File: src/rtl/tdm_demux8.sv
// rtl/tdm_demux8.sv - receive-side time-division demultiplexer, N_SLOTS samples per frame
// Samples fill slots by an internal counter; completed frames are held behind a valid/ready handshake.
module tdm_demux8 #(
  parameter  int N_SLOTS = 8,
  parameter  int DW      = 1,
  localparam int SEL_W   = $clog2(N_SLOTS)
) (
  input  logic                  clk,
  input  logic                  rst_n,
  input  logic [DW-1:0]         in_data,
  input  logic                  in_valid,
  input  logic                  in_sof,
  output logic [N_SLOTS*DW-1:0] out_frame,
  output logic                  out_valid,
  input  logic                  out_ready,
  output logic [SEL_W-1:0]      slot,
  output logic                  overrun,
  input  logic                  clr_overrun
);

  logic [SEL_W-1:0]      slot_q, slot_d;
  logic [N_SLOTS*DW-1:0] asm_q, asm_d;
  logic [N_SLOTS*DW-1:0] frame_q, frame_d;
  logic                  valid_q, valid_d;
  logic                  overrun_q, overrun_d;
  logic [SEL_W-1:0]      wr_idx;
  logic                  complete;

  always_comb begin
    wr_idx    = in_sof ? '0 : slot_q;
    asm_d     = asm_q;
    slot_d    = slot_q;
    frame_d   = frame_q;
    valid_d   = valid_q;
    overrun_d = overrun_q;
    complete  = 1'b0;

    if (clr_overrun) overrun_d = 1'b0;
    if (valid_q && out_ready) valid_d = 1'b0;

    if (in_valid) begin
      asm_d[wr_idx*DW +: DW] = in_data;
      slot_d   = wr_idx + SEL_W'(1);
      complete = (wr_idx == SEL_W'(N_SLOTS-1));
    end

    // Holding slot free (or being freed this edge) takes the new frame; otherwise it is lost.
    if (complete) begin
      if (!valid_q || out_ready) begin
        frame_d = asm_d;
        valid_d = 1'b1;
      end else begin
        overrun_d = 1'b1;
      end
    end
  end

  always_ff @(posedge clk) begin
    if (!rst_n) begin
      slot_q    <= '0;
      asm_q     <= '0;
      frame_q   <= '0;
      valid_q   <= 1'b0;
      overrun_q <= 1'b0;
    end else begin
      slot_q    <= slot_d;
      asm_q     <= asm_d;
      frame_q   <= frame_d;
      valid_q   <= valid_d;
      overrun_q <= overrun_d;
    end
  end

  assign out_frame = frame_q;
  assign out_valid = valid_q;
  assign slot      = slot_q;
  assign overrun   = overrun_q;

endmodule

File: config.mk
export PLATFORM = sky130hd
export DESIGN_NAME = tdm_demux8
export DESIGN_NICKNAME = d
export VERILOG_FILES = /design/src/rtl/tdm_demux8.sv
export SDC_FILE = /design/constraint.sdc
export NUM_CORES = 1
export LEC_CHECK = 0
export ABC_AREA = 1
export CORE_ASPECT_RATIO = 0.8
export CORE_MARGIN = 2
export CORE_UTILIZATION = 35
export CTS_CLUSTER_DIAMETER = 60
export DETAILED_ROUTE_END_ITERATION = 10
export HOLD_SLACK_MARGIN = 0.02
export PLACE_DENSITY = 0.58
export SLEW_MARGIN = 20
export SYNTH_ARGS = -nofsm -noshare
export SYNTH_HDL_FRONTEND = slang
export SYNTH_SLANG_ARGS = --single-unit
File: constraint.sdc
create_clock -name clk -period 1.7 [get_ports clk]
set_input_delay 0.34 -clock clk [delete_from_list [all_inputs] [get_ports clk]]
set_output_delay 0.34 -clock clk [all_outputs]
set_load 0.02 [all_outputs]
==> out/metrics.yaml <==
outcome: "finished clean"
post-dp-hpwl_microns: 1814
endpoint_kind: "output pin"
clk_pin_slew_ns: 0.08
io_pins: 20
final_max_slew_viol_count: 0
total_power_uw: 1019
clk_latency_ns: 0.27
critPathKind: "register to output pin"
drc: 0
ys_types: 27
die_area_sq_um: 3839
gp_congestion: 0.8141
fin_crit_sh_pct: 93.07
track_usage_pct: 14.41
initial_core_util_pct: 37.26
ys_ff_latch: 21
power.density_nw_per_um2: 649.6
wl_per_cell_microns: 11.02
tightest_slew_ns: 0.2917
h-tree-depth: 1
fmax_ghz: 0.6320
synth_area_sq_um: 1175
root_buffer: "clkbuf_8"
cts.sinks: 21
core.rowCount: 18
setup_tns_ns: 0
grt_pass1_vias: 984
p_leak_uw: 0.0007423
slew-limit-headroom_pct: 80.48
ys_seq_area_share_pct: 35.78
crit_arrival_ns: 1.24
area_growth_pct: 33.55
synth_area_leader_cell: "dfxtp_1"
slowest_delay_ns: 0.62
antenna_left: 0
viasPerCell: 4.694
grt_max_degree: 16
synth_top_area_share_pct: 35.78
ys_async_sr_fraction_pct: 0
drt_iter0_markers: 33
syn_area_per_cell_sq_um: 7.992
hold_violations: 0
io_buffers: 19
synth_fp_nets: 161
worst_ep_required_time_ns: 1.36
synth_common_cells: "dfxtp_1, inv_1, nand2_1"
maxCapViolCount: 0
first_pass_iters: 4
clock_skew_ns: 0.007191
synth_cells: 147
synth_top_cells_by_area: "dfxtp_1, ha_1, inv_1"
synth.most_common_cell: "dfxtp_1"
die_x_microns: 68.78
synth_edf_count: 0
ir_worst_vdd_v: 0.0003362
clock_path_buffers: 2
fin_crit_ns: 1.582
crit_buf_inv: 1
crit_family: "buffers and inverters"
cts_tree: "yes"
crit_path_start_kind: "register"
drive_gt1_share_pct: 27.47
rsz0062_at_grt: "no"
setup_viol: 0
crit_fanout: 2
n_antenna_cell: 0
vias: 1042
slowest_stage: "clkdlybuf4s50_1"
antenna_found_initial: 0
fp.dieH_microns: 55.82
grt.overflow.total: 0
synthFlopType: "dfxtp_1"
path_cells: "clkdlybuf4s50_1"
core_sq_um: 3153
routed_wl_microns: 2447
nNetsFinal: 197
hold_class: "register to register"
grt_first_pass_wirelength_microns: 4188
yosys_warnings: 0
ctsHoldBuffers: 0
cts_buffers: 3
-- routing by layer --
layer	GRT usage, %	routed length [microns]	up-vias	part of all wire (%)
li1	-	-	539	-
met5	0	0	-	0
met2	23.35	1140	22	47
met3	3.644	93	6	3.8
met1	17.72	1169	475	48
met4	6.162	44	0	1.8
-- area by class of cell --
type	instances	area, sq um
tap	40	50.05
multi-input combinational	98	630.6
sequential	21	422.9
fill	316	1584
inverter	23	88.84
timing repair buffer	36	331.6
clock buffer	4	45.04
-- sequential cells by signal, indices dropped and copies added, names as in the netlist --
name and flops:
asm_q 8, out_frame 8, slot 3, out_valid 1, overrun 1
-- metrics by stage --
stage / utilization (%) / hold WS (ns) / setup WS [ns] / instance area, sq um / std cells
floorplan: - / 0.4457 / 0.01961 / 1185 / 147
global placement: 47.58 / 0.4535 / -0.3933 / 1500 / 217
detailed placement: 47.58 / 0.4641 / -0.4317 / 1500 / 217
CTS: 49.68 / 0.4768 / 0.04009 / 1567 / 222
global route: 49.76 / 0.5155 / 0.02946 / 1569 / 222
finish: 49.76 / 0.4728 / 0.1178 / 1569 / 222
-- cells in the final DEF, fill, tap and decap left out, drive strengths merged, types with 7 or more instances in the layout --
cell and n:
nor2 20, nand2 30, inv 22, clkdlybuf4s50 17, nand3 14, o21ai 7
a21oi 10, nand4 7, dfxtp 21, buf 17, ha 7
-- where the power goes --
part           internal, uW  leakage [uW]  switching [uW]
registers               500      0.000170            6.90
logic                  79.0      0.000549            96.1
clock network           167     0.0000228             170
-- timing repair --
| item | 4_1_cts | 5_1_grt |
|---|---|---|
| setup buffers | 1 | 0 |
| endpoints found under the setup margin | 16 | 1 |
| endpoints found under the hold margin | 0 | 0 |
| gates resized for setup | 6 | 1 |
| pin swaps | 1 | 0 |
-- path summary, 6_finish.rpt --
kind         cells after the start                   endpoint                 startpoint  slack, ns
max                              1               out_frame[6]  out_frame[6]$_SDFFE_PN0P_       0.12
min                              2         overrun$_SDFF_PN0_         overrun$_SDFF_PN0_       0.47
max reg2reg                      9  out_frame[0]$_SDFFE_PN0P_       slot[0]$_SDFFE_PN0P_       0.18
min reg2reg                      2         overrun$_SDFF_PN0_         overrun$_SDFF_PN0_       0.47
-- logic make-up (layout without fill, tap and decap cells) --
logic type / count (synthesis) / count (layout) / share of synthesized area (%)
buf+inv: 28 / 63 / 12.25
fa+ha+maj: 7 / 7 / 7.454
flops: 21 / 21 / 35.78
compound gates: 19 / 19 / 10.65
simple gates: 72 / 72 / 33.87
No activity file was read; power rests on OpenSTA's default activity.
